### config.mk
export PLATFORM = sky130hd
export DESIGN_NAME = uart_frame_bridge_flat
export DESIGN_NICKNAME = d
export VERILOG_FILES = /design/src/rtl/uart_pkg.sv /design/src/rtl/uart_frame_bridge_if.sv /design/src/rtl/frame_timeout_counter.sv /design/src/rtl/uart_frame_bridge.sv /design/src/flat_wrapper.sv
export SDC_FILE = /design/constraint.sdc
export NUM_CORES = 1
export LEC_CHECK = 0
export BUFFER_PORTS_ARGS = -buffer_cell sky130_fd_sc_hd__buf_4
export CAP_MARGIN = 20
export CORE_MARGIN = 2
export CORE_UTILIZATION = 50
export CTS_BUF_LIST = sky130_fd_sc_hd__clkbuf_8
export CTS_CLUSTER_SIZE = 8
export DETAILED_ROUTE_END_ITERATION = 7
export MAX_ROUTING_LAYER = met4
export PLACE_DENSITY = 0.71
export SLEW_MARGIN = 20
export SYNTH_ARGS = -nofsm -noshare
export SYNTH_HDL_FRONTEND = slang
export SYNTH_SLANG_ARGS = --single-unit
### constraint.sdc
create_clock -name i_Clock -period 2.1 [get_ports i_Clock]
set_input_delay 0.42 -clock i_Clock [delete_from_list [all_inputs] [get_ports i_Clock]]
set_output_delay 0.42 -clock i_Clock [all_outputs]
set_load 0.01 [all_outputs]
### src/rtl/uart_pkg.sv
// Purpose : shared UART constants and the frame bridge state encoding.
// Latency : n/a (declarations only).
// Backpres: n/a.
package uart_pkg;

   localparam int CLKS_PER_BIT = 104;
   localparam int BYTE_W       = 8;

   typedef enum logic [2:0] {
      COLLECT  = 3'd0,
      PRESENT  = 3'd1,
      WAIT_RES = 3'd2,
      TX_SEND  = 3'd3,
      TX_WAIT  = 3'd4,
      TX_GAP   = 3'd5
   } state_t;

endpackage

### src/rtl/uart_frame_bridge_if.sv
// Purpose : bundles the UART-side strobes and the core-side block/result handshakes.
// Latency : n/a (wiring only).
// Backpres: valid/ready on block and result paths; strobe-only on UART RX/TX.
// Modports: slave = the bridge itself, master = whoever drives the bridge inputs.
interface uart_frame_bridge_if
   import uart_pkg::*;
#(
   parameter int NUM_BYTES = 8
);
   logic                          i_RX_DV;
   logic [BYTE_W-1:0]             i_RX_Byte;
   logic                          o_Block_Valid;
   logic [NUM_BYTES*BYTE_W-1:0]   o_Block_Data;
   logic                          i_Block_Ready;
   logic                          i_Result_Valid;
   logic [NUM_BYTES*BYTE_W-1:0]   i_Result_Data;
   logic                          o_Result_Ready;
   logic                          o_TX_DV;
   logic [BYTE_W-1:0]             o_TX_Byte;
   logic                          i_TX_Done;
   logic                          o_Drop;

   modport slave (
      input  i_RX_DV, i_RX_Byte, i_Block_Ready, i_Result_Valid, i_Result_Data, i_TX_Done,
      output o_Block_Valid, o_Block_Data, o_Result_Ready, o_TX_DV, o_TX_Byte, o_Drop
   );

   modport master (
      output i_RX_DV, i_RX_Byte, i_Block_Ready, i_Result_Valid, i_Result_Data, i_TX_Done,
      input  o_Block_Valid, o_Block_Data, o_Result_Ready, o_TX_DV, o_TX_Byte, o_Drop
   );

endinterface

### src/rtl/frame_timeout_counter.sv
// Purpose : clear/enable up-counter flagging the cycle its count would reach TERMINAL.
// Latency : o_Terminal is combinational from the count; count updates on the next edge.
// Backpres: none; the owner decides when to clear.
// Ports   : i_Clock, i_Reset_n (sync active-low), i_Clear, i_Enable -> o_Terminal.
module frame_timeout_counter #(
   parameter int TERMINAL = 2
) (
   input  logic i_Clock,
   input  logic i_Reset_n,
   input  logic i_Clear,
   input  logic i_Enable,
   output logic o_Terminal
);

   localparam int W = $clog2(TERMINAL + 1);

   logic [W-1:0] cnt;

   always_ff @(posedge i_Clock) begin
      if (!i_Reset_n) begin
         cnt <= '0;
      end else if (i_Clear) begin
         cnt <= '0;
      end else if (i_Enable) begin
         cnt <= cnt + W'(1);
      end
   end

   // Fires on the enabled cycle that completes TERMINAL counted cycles.
   assign o_Terminal = i_Enable && (cnt == W'(TERMINAL - 1));

endmodule

### src/rtl/uart_frame_bridge.sv
// Purpose : packs NUM_BYTES UART bytes into a block for the core, serializes the result back out.
// Latency : block valid 1 clk after the last RX byte; first TX strobe 2 clks after result accept.
// Backpres: block held until i_Block_Ready; RX bytes outside COLLECT are dropped with o_Drop.
// Ports   : i_Clock, i_Reset_n (sync active-low), bus (uart_frame_bridge_if.slave).
module uart_frame_bridge
   import uart_pkg::*;
#(
   parameter int NUM_BYTES    = 8,
   parameter int TIMEOUT_CLKS = CLKS_PER_BIT * 20,
   parameter int TX_GAP_CLKS  = 2
) (
   input  logic                  i_Clock,
   input  logic                  i_Reset_n,
   uart_frame_bridge_if.slave    bus
);

   localparam int DW = NUM_BYTES * BYTE_W;
   localparam int CW = $clog2(NUM_BYTES);
   localparam logic [CW-1:0] LAST = CW'(NUM_BYTES - 1);

   state_t          state;
   logic [CW-1:0]   rx_count;
   logic [CW-1:0]   tx_idx;
   logic [DW-1:0]   tx_shift;

   logic            to_en;
   logic            to_tc;
   logic            gap_en;
   logic            gap_tc;
   logic            last_tx_done;
   logic            drop_now;

   // Idle timer only runs while a partial frame is pending and no byte arrives.
   assign to_en  = (state == COLLECT) && (rx_count != '0) && !bus.i_RX_DV;
   assign gap_en = (state == TX_GAP);

   // The final TX_DONE hands control back to COLLECT in the same cycle, so a
   // byte arriving right then is taken rather than dropped.
   assign last_tx_done = (state == TX_WAIT) && bus.i_TX_Done && (tx_idx == LAST);

   assign drop_now = (bus.i_RX_DV && (state != COLLECT) && !last_tx_done) || to_tc;

   frame_timeout_counter #(.TERMINAL(TIMEOUT_CLKS)) u_rx_timeout (
      .i_Clock    (i_Clock),
      .i_Reset_n  (i_Reset_n),
      .i_Clear    (!to_en),
      .i_Enable   (to_en),
      .o_Terminal (to_tc)
   );

   frame_timeout_counter #(.TERMINAL(TX_GAP_CLKS)) u_tx_gap (
      .i_Clock    (i_Clock),
      .i_Reset_n  (i_Reset_n),
      .i_Clear    (!gap_en),
      .i_Enable   (gap_en),
      .o_Terminal (gap_tc)
   );

   always_ff @(posedge i_Clock) begin
      if (!i_Reset_n) begin
         state              <= COLLECT;
         rx_count           <= '0;
         tx_idx             <= '0;
         tx_shift           <= '0;
         bus.o_Block_Valid  <= 1'b0;
         bus.o_Block_Data   <= '0;
         bus.o_Result_Ready <= 1'b0;
         bus.o_TX_DV        <= 1'b0;
         bus.o_TX_Byte      <= '0;
         bus.o_Drop         <= 1'b0;
      end else begin
         bus.o_TX_DV <= 1'b0;
         bus.o_Drop  <= drop_now;

         case (state)
            COLLECT: begin
               if (bus.i_RX_DV) begin
                  // Shift left so the first byte ends up in the MSB lane.
                  bus.o_Block_Data <= {bus.o_Block_Data[DW-BYTE_W-1:0], bus.i_RX_Byte};
                  if (rx_count == LAST) begin
                     rx_count          <= '0;
                     bus.o_Block_Valid <= 1'b1;
                     state             <= PRESENT;
                  end else begin
                     rx_count <= rx_count + CW'(1);
                  end
               end else if (to_tc) begin
                  rx_count <= '0;
               end
            end

            PRESENT: begin
               if (bus.i_Block_Ready) begin
                  bus.o_Block_Valid  <= 1'b0;
                  bus.o_Result_Ready <= 1'b1;
                  state              <= WAIT_RES;
               end
            end

            WAIT_RES: begin
               if (bus.i_Result_Valid) begin
                  tx_shift           <= bus.i_Result_Data;
                  tx_idx             <= '0;
                  bus.o_Result_Ready <= 1'b0;
                  state              <= TX_SEND;
               end
            end

            TX_SEND: begin
               bus.o_TX_DV   <= 1'b1;
               bus.o_TX_Byte <= tx_shift[DW-1 -: BYTE_W];
               state         <= TX_WAIT;
            end

            TX_WAIT: begin
               if (bus.i_TX_Done) begin
                  tx_shift <= tx_shift << BYTE_W;
                  if (tx_idx == LAST) begin
                     tx_idx <= '0;
                     state  <= COLLECT;
                     if (bus.i_RX_DV) begin
                        bus.o_Block_Data <= {bus.o_Block_Data[DW-BYTE_W-1:0], bus.i_RX_Byte};
                        rx_count         <= CW'(1);
                     end
                  end else begin
                     tx_idx <= tx_idx + CW'(1);
                     state  <= TX_GAP;
                  end
               end
            end

            TX_GAP: begin
               if (gap_tc) begin
                  state <= TX_SEND;
               end
            end

            default: state <= COLLECT;
         endcase
      end
   end

endmodule

### src/flat_wrapper.sv
// flat-port wrapper written by rule: the top's interface ports become plain ports
module uart_frame_bridge_flat import uart_pkg::*;
#(
   parameter int NUM_BYTES    = 8,
   parameter int TIMEOUT_CLKS = CLKS_PER_BIT * 20,
   parameter int TX_GAP_CLKS  = 2
)
  (i_Clock, i_Reset_n, bus_i_RX_DV, bus_i_RX_Byte, bus_i_Block_Ready, bus_i_Result_Valid, bus_i_Result_Data, bus_i_TX_Done, bus_o_Block_Valid, bus_o_Block_Data, bus_o_Result_Ready, bus_o_TX_DV, bus_o_TX_Byte, bus_o_Drop);
  uart_frame_bridge_if #(.NUM_BYTES(NUM_BYTES)) bus_i ();
  input  logic i_Clock;
  input  logic i_Reset_n;
  input wire logic [$bits(bus_i.i_RX_DV)-1:0] bus_i_RX_DV;
  input wire logic [$bits(bus_i.i_RX_Byte)-1:0] bus_i_RX_Byte;
  input wire logic [$bits(bus_i.i_Block_Ready)-1:0] bus_i_Block_Ready;
  input wire logic [$bits(bus_i.i_Result_Valid)-1:0] bus_i_Result_Valid;
  input wire logic [$bits(bus_i.i_Result_Data)-1:0] bus_i_Result_Data;
  input wire logic [$bits(bus_i.i_TX_Done)-1:0] bus_i_TX_Done;
  output wire logic [$bits(bus_i.o_Block_Valid)-1:0] bus_o_Block_Valid;
  output wire logic [$bits(bus_i.o_Block_Data)-1:0] bus_o_Block_Data;
  output wire logic [$bits(bus_i.o_Result_Ready)-1:0] bus_o_Result_Ready;
  output wire logic [$bits(bus_i.o_TX_DV)-1:0] bus_o_TX_DV;
  output wire logic [$bits(bus_i.o_TX_Byte)-1:0] bus_o_TX_Byte;
  output wire logic [$bits(bus_i.o_Drop)-1:0] bus_o_Drop;
  assign bus_i.i_RX_DV = bus_i_RX_DV;
  assign bus_i.i_RX_Byte = bus_i_RX_Byte;
  assign bus_i.i_Block_Ready = bus_i_Block_Ready;
  assign bus_i.i_Result_Valid = bus_i_Result_Valid;
  assign bus_i.i_Result_Data = bus_i_Result_Data;
  assign bus_i.i_TX_Done = bus_i_TX_Done;
  assign bus_o_Block_Valid = bus_i.o_Block_Valid;
  assign bus_o_Block_Data = bus_i.o_Block_Data;
  assign bus_o_Result_Ready = bus_i.o_Result_Ready;
  assign bus_o_TX_DV = bus_i.o_TX_DV;
  assign bus_o_TX_Byte = bus_i.o_TX_Byte;
  assign bus_o_Drop = bus_i.o_Drop;
  uart_frame_bridge #(.NUM_BYTES(NUM_BYTES), .TIMEOUT_CLKS(TIMEOUT_CLKS), .TX_GAP_CLKS(TX_GAP_CLKS)) u_core (.i_Clock(i_Clock), .i_Reset_n(i_Reset_n), .bus(bus_i));
endmodule
### Word-level counts from Yosys, hierarchy flattened

Index checks and enable logic that the tools add are counted.

| cells by class | value |
|---|---|
| muxes and demuxes | 34 |
| equality and inequality tests | 18 |
| add/sub/neg operators | 4 |
| reductions and logical operators | 26 |

Operators with widths:

| operator | count |
|---|---|
| 64-bit two-way mux | 5 |
| 64-bit one-hot mux with 2 select lines | 2 |
| 3-bit two-way mux | 16 |
| 3-bit one-hot mux with 6 select lines | 1 |
| 2-bit inequality test (second input constant) | 7 |
| 12-bit by 1-bit adder with 12-bit output (second input constant) | 1 |
| 12-bit == test (second input constant) | 1 |
| 3-bit == test (second input constant) | 4 |
| 3-bit one-hot mux with 2 select lines | 2 |
| 3-bit AND reduction | 3 |
| 1-bit logical AND | 8 |
| 2-bit nonzero test | 4 |
| 3-bit by 1-bit adder with 3-bit output (second input constant) | 2 |
| 3-bit by 2-bit == test with 1-bit output (second input constant) | 2 |
| 1-bit two-way mux | 6 |
| 6-bit AND reduction | 1 |
| 3-bit nonzero test | 2 |
| 5-bit AND reduction | 1 |
| 1-bit one-hot mux with 2 select lines | 2 |
| 2-bit AND reduction | 2 |
| 4-bit AND reduction | 1 |
| 3-bit by 1-bit == test with 1-bit output (second input constant) | 1 |
| 3-bit zero test | 1 |
| 3-bit by 2-bit inequality test with 1-bit output (second input constant) | 1 |
| other kinds (5) | 6 |

| storage, ports and cells | value |
|---|---|
| input bits | 78 |
| output and inout bits | 76 |
| flip-flop bits (word level) | 163 |
| word-level logic and storage cells | 94 |

### Longest topological paths before layout

Gate-level depths: netlist of the first run.

| depth | value |
|---|---|
| word-level depth | 7 |
| mapped depth | 9 |
| gate-level depth less buffers | 6 |

### Hierarchy

From an unflattened synthesis of the first run, not the netlist that was laid out.

| unflattened totals | value |
|---|---|
| cell total of the unflattened synthesis | 812 |
| area total of the unflattened synthesis | 6,718.9 µm² |

By module, submodules not included:

| module | area an instance (µm²) | cells an instance | times used | seq. area each (µm²) |
|---|---|---|---|---|
| uart_frame_bridge | 6,032.0 | 739 | 1 | 2,982.9 |
| frame_timeout_counter at u_core.u_rx_timeout | 586.8 | 63 | 1 | 240.2 |
| frame_timeout_counter at u_core.u_tx_gap | 100.1 | 10 | 1 | 40.0 |

### Worst setup path after synthesis of the first run

No wires, ideal clock.

| timing | value |
|---|---|
| kind | flip-flop to flip-flop |
| from | reg u_core.tx_idx[0] |
| to | reg u_core.bus.o_Block_Data[54] |
| setup time | 0.070 ns |
| arrival time | 1.599 ns |
| period minus slack after synthesis | 1.669 ns |
| cell stages (with the launch flop) | 8 |
| path buffers | 1 |
| slack | 0.431 ns |
| data required time | 2.030 ns |
| cells stage by stage | dfxtp_1 ha_1 ha_1 a21bo_2 nand3_1 clkbuf_1 nand2_1 a21oi_1 |

| between the ends | value |
|---|---|
| cells in the longest elaborated chain, start to end | 3 |

Ends and longest elaborated chain:

| element | RTL line | source |
|---|---|---|
| start, declared | uart_frame_bridge.sv:23 | `logic [CW-1:0] tx_idx;` |
| start signal, assigned | uart_frame_bridge.sv:126 | `tx_idx <= tx_idx + CW'(1);` |
| 3-bit == test | uart_frame_bridge.sv:118 | `if (tx_idx == LAST) begin` |
| 2-bit inequality test (no source line) | - |  |
| 3-bit AND reduction (no source line) | - |  |
| end signal, assigned | uart_frame_bridge.sv:79 | `bus.o_Block_Data <= {bus.o_Block_Data[DW-BYTE_W-1:0], bus.i_RX_Byte};` |
| end signal, assigned | uart_frame_bridge.sv:122 | `bus.o_Block_Data <= {bus.o_Block_Data[DW-BYTE_W-1:0], bus.i_RX_Byte};` |
| end, declared | uart_frame_bridge_if.sv:25 | `output o_Block_Valid, o_Block_Data, o_Result_Ready, o_TX_DV, o_TX_Byte, o_Drop` |

No other way between the ends.
A chain may end at the register's enable or synchronous reset.

### Worst setup path after layout of the first run

| timing | value |
|---|---|
| from | reg u_core.state[2] |
| to | reg u_core.tx_shift[5] |

| between the ends | value |
|---|---|
| cells in the longest elaborated chain, start to end | 3 |
| elaborated cells between the ends (all ways) | 7 |
| classes of those cells | eq/ne: 4; mux: 1; reduce/logical: 2 |

Ends and longest elaborated chain:

| element | RTL line | source |
|---|---|---|
| start, declared | uart_frame_bridge.sv:21 | `state_t state;` |
| start signal, assigned | uart_frame_bridge.sv:61 | `state <= COLLECT;` |
| start signal, assigned | uart_frame_bridge.sv:83 | `state <= PRESENT;` |
| start signal, assigned | uart_frame_bridge.sv:96 | `state <= WAIT_RES;` |
| 3-bit == test / 3-bit by 2-bit == test with 1-bit output (equally long branches) | uart_frame_bridge.sv:75 | `case (state)` |
| 2-bit inequality test (no source line) / 2-bit nonzero test (equally long branches) | - |  |
| 3-bit AND reduction (no source line) | - |  |
| end signal, assigned | uart_frame_bridge.sv:102 | `tx_shift <= bus.i_Result_Data;` |
| end signal, assigned | uart_frame_bridge.sv:117 | `tx_shift <= tx_shift << BYTE_W;` |
| end, declared | uart_frame_bridge.sv:24 | `logic [DW-1:0] tx_shift;` |

Several ways; a longest one is shown, not always the timed one.

==> impl_metrics.py, run 1 <==
metrics = {
    "floorplanning": {
        "core_um2": 13140,
        "die_h_um": 119.5,
        "num_rows": 42,
        "ios": 154,
        "dieArea_um2": 14280,
        "die_w_um": 119.5,
        "initial_core_util_pct": 50.77,
    },
    "timing": {
        "slew-limit-headroom_pct": 48.80,
        "rsz0062_at_grt": "false",
        "min_period_ns": 1.845,
        "finalSetupTns_ns": 0,
        "finalClockSkew_ns": 0.007212,
        "tightestPinTransition_ns": 0.7680,
        "finalMaxSlewViolations": 0,
        "finalCritPeriodShare_pct": 87.87,
        "setup-violations-final": 0,
        "fmax_ghz": 0.5419,
        "hold_viol": 0,
    },
    "power": {
        "vdd_ir_drop_max_v": 0.0004117,
        "p_per_area_nw_per_um2": 673.6,
        "power_leakage_nw": 3.076,
        "power_w": 0.005621,
    },
    "drt": {
        "vias": 5540,
        "top_layer": "met4",
        "drt_iter0_drc": 263,
        "drt-met1-wl_mm": 6.906,
        "drc": 0,
        "ant_nets": 0,
        "drt-total-wl_mm": 15.20,
        "wl_met2_mm": 7.204,
        "wl_met3_um": 810,
        "viasPerCell": 5.221,
        "wire_per_inst_um": 14.32,
        "firstDrtPassIters": 5,
    },
    "worst_setup_path": {
        "r2r_end": "u_core.tx_shift[5]",
        "cp-start-kind": "flop",
        "worst-path-buf-inv": 0,
        "regToRegSetupSlack_ns": 0.25,
        "slowest_stage": "a21oi_1",
        "critPathMaxFanout": 11,
        "path_class": "reg2reg",
        "crit_chain": "and4bb_1 -> a21oi_1 -> a22oi_1 -> nor2_1",
        "cp.arrival_ns": 2.22,
        "crit_required_ns": 2.48,
        "cpLargestDelayFamily": "compound AO/OA/AOI/OAI gates",
        "worst-path-stages": 4,
        "max_stage_delay_ns": 0.65,
        "cp-end-kind": "flop",
        "r2r-start": "u_core.state[2]",
        "reg2reg_depth": 4,
    },
    "synthesis": {
        "ys_ff_latch": 163,
        "synth_cell_types": 46,
        "syn-num-nets": 831,
        "synth-edff-count": 0,
        "async_flop_share_pct": 0,
        "syn_area_um2": 6670,
        "yosys_most_used_dff": "dfxtp_1",
        "ys_seq_area_share_pct": 48.92,
        "synth_cells": 746,
        "avgSynthCellArea_um2": 8.941,
        "ys_warn_count": 0,
    },
    "layout": {
        "seqCellArea_um2": 3263,
        "nets": 958,
        "multi_input_area_um2": 3069,
        "n_fill_cell": 1141,
        "syn_to_final_growth_pct": 25.10,
        "drive_gt1_share_pct": 25.31,
        "num_antenna_cells": 0,
    },
    "clocking": {
        "clk_latency_ns": 0.44,
        "post_cts_buffers": 0,
        "cts_hold_buf": 0,
        "cts-resized-gates": 0,
        "cts_tree": "built",
        "path_clk_slew_ns": 0.08,
        "clockBufferDepth": 2,
        "clock-sinks": 163,
        "cts-buffers-inserted": 17,
        "htreeDepth": 4,
        "cts_root_buffer": "clkbuf_8",
    },
    "global_route": {
        "grt.overflow.total": 0,
        "grt_max_degree": 65,
        "antenna_found_initial": 0,
        "track_usage_pct": 21.95,
        "grt_pass1_wl_mm": 24.57,
        "grt_pass1_vias": 5094,
    },
    "hold_path": {
        "worstHoldPathCells": 3,
        "hold_path.class": "in2reg",
        "worstHoldEndpoint": "u_core.bus.o_Block_Data[5]",
        "min_from": "bus_i_RX_Byte[5]",
    },
    "placed_design": {
        "place_congestion": 0.8062,
        "dp_hpwl_mm": 10.75,
        "io_buffers": 153,
    },
    "status": {
        "status": "completed",
    },
    "flow_run": {
        "cap_violations": 0,
    },
}
[worst max path at each step]
| stage | startpoint | end | slack (ns) |
|---|---|---|---|
| final | u_core.state[2] | u_core.tx_shift[5] | 0.25 |
| after global routing | u_core.state[2] | u_core.tx_shift[3] | 0.1 |
| after CTS | u_core.state[1] | u_core.tx_shift[48] | 0.25 |
| after detailed placement | bus_i_Result_Valid | u_core.tx_shift[2] | 0.24 |
| after global placement | bus_i_Result_Valid | u_core.tx_idx[0] | 0.32 |
| after floorplan | u_core.tx_idx[0] | u_core.bus.o_Block_Data[54] | 0.43 |
[worst reg2reg max path: cells and delay by family (launching register included)]
family,cells,cell delay [ns]
AOI/OAI and AO/OA,2,0.80
and+or+nand+nor,2,0.48
DFF,1,0.50
[flip-flops by register name (all words and copies together), names as in the netlist]
| register | cells |
|---|---|
| u_core.bus.o_Block_Data | 64 |
| u_core.tx_shift | 64 |
| u_core.u_rx_timeout.cnt | 12 |
| u_core.bus.o_TX_Byte | 8 |
| u_core.rx_count | 3 |
| u_core.state | 3 |
| u_core.tx_idx | 3 |
| u_core.u_tx_gap.cnt | 2 |
| u_core.bus.o_Block_Valid | 1 |
| u_core.bus.o_Drop | 1 |
| u_core.bus.o_Result_Ready | 1 |
| u_core.bus.o_TX_DV | 1 |
[cells in the mapped netlist (2+ instances only)]
master,instances,area [µm²]
inv_1,7,26.28
xor2_1,7,61.31
nor2b_1,4,25.02
o21ai_0,2,10.01
ha_1,7,87.58
buf_4,3,22.52
and3_1,4,25.02
xnor2_1,2,17.52
nand3_1,15,75.07
buf_1,2,7.510
nand2_1,151,566.8
buf_2,21,105.1
a211oi_2,23,287.8
and4_1,2,17.52
a21o_1,2,15.01
nand4_1,6,37.54
a21oi_1,83,415.4
buf_6,9,101.4
mux2i_1,57,570.6
a32oi_1,2,17.52
nand4b_1,2,17.52
clkbuf_1,25,93.84
dfxtp_1,163,3263
nor3_1,2,10.01
a22oi_1,8,60.06
a211oi_1,34,255.2
a311oi_1,2,17.52
nor2_1,83,311.6
[power breakdown]
part | switching [W] | internal [W] | leakage, nW | total [W]
Sequential | 0.0000173 | 0.00311 | 1.31 | 0.00313
Combinational | 0.000181 | 0.000178 | 1.55 | 0.000359
Clock | 0.00104 | 0.00110 | 0.213 | 0.00213
[metrics by stage]
stage | util (%) | hold WS (ns) | setup WS [ns] | instances | area [µm²]
2_1_floorplan | - | 0.3990 | 0.4310 | 746 | 6670
3_3_place_gp | 60.65 | 0.4087 | 0.3210 | 1030 | 7968
3_5_place_dp | 60.65 | 0.4210 | 0.2410 | 1030 | 7968
4_1_cts | 63.51 | 0.1887 | 0.2459 | 1061 | 8344
5_1_grt | 63.51 | 0.1981 | 0.09945 | 1061 | 8344
6_report | 63.51 | 0.2240 | 0.2546 | 1061 | 8344
[area by class of cell]
class | count | share of cell area, %
Sequential cell | 163 | 39.11
Multi-Input combinational cell | 516 | 36.78
Timing Repair Buffer | 168 | 16.61
Clock buffer | 23 | 3.794
Tap cell | 176 | 2.639
Clock inverter | 8 | 0.7197
Inverter | 7 | 0.3449
[kinds of logic after synthesis]
kind of cell,after synthesis,share of synthesized area (%)
AND/OR/NAND/NOR,279,17.46
AO/OA/AOI/OAI,164,17.22
flip-flops,163,48.92
buffers and inverters,67,5.346
multiplexers,57,8.554
XOR/XNOR,9,1.182
adder cells (fa/ha/maj),7,1.313
[per-layer routing]
metal | vias to the layer above | track usage (%)
li1 | 2825 | -
met5 | - | -
met3 | 21 | 5.513
met2 | 145 | 33.93
met1 | 2549 | 27.73
met4 | 0 | 8.676
[cell usage in the layout (no fill, tap or decap), drive strengths merged, types with 3 or more instances in the layout]
cell,n
a211oi,57
a21oi,83
a22oi,8
and3,4
buf,168
clkbuf,23
clkinv,3
dfxtp,163
ha,7
inv,11
mux2i,57
nand2,151
nand3,15
nand4,6
nor2,83
nor2b,4
xor2,7
Note: power is estimated with default switching activity, not from simulation.
==> inputs of run 2 (changes only) <==
REMOVE_ABC_BUFFERS = 1   (was unset)
==> run 2 against run 1 <==
Against the previous run:
- first-iteration DRC count is 38% higher
- cell count about the same
- global-route usage grew 0.088 points
- combinational power is 1% lower
- sequential cell count is the same
- via count down 1.0%
- register-to-register slack worse by 0.06 ns
- setup slack lost 0.063 ns
- sequential power barely moved
- die area unchanged
- largest power group unchanged
==> impl_metrics.py, run 2 (synthesized netlist as in run 1, its figures left out) <==
metrics = {
    "status": {
        "status": "completed",
    },
    "timing": {
        "rsz0062_at_grt": "false",
        "finalCritPeriodShare_pct": 90.88,
        "min_period_ns": 1.909,
        "setup-violations-final": 0,
        "setup_slack_ns": 0.1915,
        "finalClockSkew_ns": 0.01143,
        "tightestPinTransition_ns": 0.6571,
        "finalMaxSlewViolations": 0,
        "slew-limit-headroom_pct": 56.19,
        "hold_viol": 0,
        "fmax_ghz": 0.5240,
    },
    "hold_path": {
        "min_from": "bus_i_RX_Byte[5]",
        "hold_path.class": "in2reg",
    },
    "clocking": {
        "cts_root_buffer": "clkbuf_8",
        "clock-sinks": 163,
        "cts-buffers-inserted": 17,
        "cts-resized-gates": 0,
        "post_cts_buffers": 0,
        "htreeDepth": 4,
        "cts_hold_buf": 0,
        "path_clk_slew_ns": 0.09,
        "clk_latency_ns": 0.46,
        "cts_tree": "built",
        "clockBufferDepth": 2,
    },
    "worst_setup_path": {
        "path_class": "reg2reg",
        "crit_required_ns": 2.45,
        "crit_chain": "nor3b_2 -> buf_12 -> mux2i_1 -> a211oi_1",
        "cp-start-kind": "flop",
        "cp.arrival_ns": 2.26,
        "slowest_stage": "dfxtp_1",
        "critPathMaxFanout": 59,
        "crit_start": "u_core.state[2]",
        "cp-end-kind": "flop",
        "regToRegSetupSlack_ns": 0.19,
        "r2r-start": "u_core.state[2]",
        "max_stage_delay_ns": 0.52,
    },
    "drt": {
        "wire_per_inst_um": 14.13,
        "viasPerCell": 5.162,
        "drt-total-wl_mm": 15.01,
        "ant_nets": 0,
        "drt_iter0_drc": 363,
        "drc": 0,
        "vias": 5482,
        "firstDrtPassIters": 5,
    },
    "layout": {
        "seqCellArea_um2": 3263,
        "num_antenna_cells": 0,
        "multi_input_area_um2": 3073,
        "final_util_pct": 64.13,
        "reg_top3": "u_core.bus.o_Block_Data (64), u_core.tx_shift (64), u_core.u_rx_timeout.cnt (12)",
        "final_area_um2": 8426,
        "nets": 958,
        "layout_commonest_cell": "dfxtp_1",
        "drive_gt1_share_pct": 25.85,
        "n_fill_cell": 1132,
        "final_cell_mix": "163 x dfxtp_1, 159 x buf_4, 151 x nand2_1",
        "syn_to_final_growth_pct": 26.32,
    },
    "floorplanning": {
        "num_rows": 42,
        "ios": 154,
        "die_w_um": 119.5,
        "initial_core_util_pct": 50.77,
        "die_h_um": 119.5,
        "dieArea_um2": 14280,
        "core_um2": 13140,
    },
    "placed_design": {
        "place_area_um2": 7955,
        "place_congestion": 0.7988,
        "place_ws_ns": 0.1302,
        "dp_hpwl_mm": 10.28,
        "io_buffers": 153,
    },
    "global_route": {
        "grt_pass1_wl_mm": 24.97,
        "track_usage_pct": 22.03,
        "antenna_found_initial": 0,
        "grt_pass1_vias": 5337,
        "grt_max_degree": 65,
        "grt.overflow.total": 0,
    },
    "power": {
        "p_per_area_nw_per_um2": 724.1,
        "vdd_ir_drop_max_v": 0.0003890,
        "power_leakage_nw": 3.095,
    },
    "flow_run": {
        "cap_violations": 0,
    },
}
==> run 2: path summary, 6_finish.rpt <==
path	endpoint	cells past startpoint
worst max-delay path	u_core.tx_shift[16]	4
worst min-delay path	u_core.bus.o_Block_Data[5]	3
worst max register to register	u_core.tx_shift[16]	4
worst min register to register	u_core.u_tx_gap.cnt[0]	1
==> run 2: per-layer routing <==
metal	vias up	track usage (%)	share of wire, %	wire [µm]
li1	2828	-	-	-
met1	2522	25.93	44	6539
met2	112	36.39	50	7548
met3	20	5.276	4.1	622
met4	0	8.971	2.0	297
met5	-	-	0	0
==> run 2: critical path: cells and delay by family (launching register included) <==
family / cells / cell delay, ns
DFF: 1 / 0.52
AOI/OAI and AO/OA: 1 / 0.29
muxes: 1 / 0.14
and+or+nand+nor: 1 / 0.42
buffers and inverters: 1 / 0.39
==> run 2: final cells by class <==
| cell class | instances | area share (%) |
|---|---|---|
| clock buffer | 19 | 3.104 |
| clock inverter | 13 | 2.435 |
| inverter | 7 | 0.3416 |
| multi-input combinational | 516 | 36.47 |
| sequential | 163 | 38.73 |
| tap | 176 | 2.614 |
| timing repair buffer | 168 | 16.31 |
==> run 2: stage by stage <==
| step | instances | total power [W] | TNS (ns) | hold slack [ns] |
|---|---|---|---|---|
| 6_report | 1062 | 0.006101 | 0 | 0.2063 |
| 5_1_grt | 1062 | 0.006324 | 0 | 0.1885 |
| 4_1_cts | 1062 | 0.006153 | 0 | 0.1816 |
| 3_5_place_dp | 1030 | 0.003556 | 0 | 0.4275 |
| 3_3_place_gp | 1030 | 0.003546 | 0 | 0.4080 |
| 2_1_floorplan | 686 | 0.003337 | -567.24 | 0.3991 |
==> run 2: power breakdown <==
part,switching [W],internal (W)
sequential,0.0000170,0.00311
clock,0.00114,0.00148
combinational,0.000180,0.000175
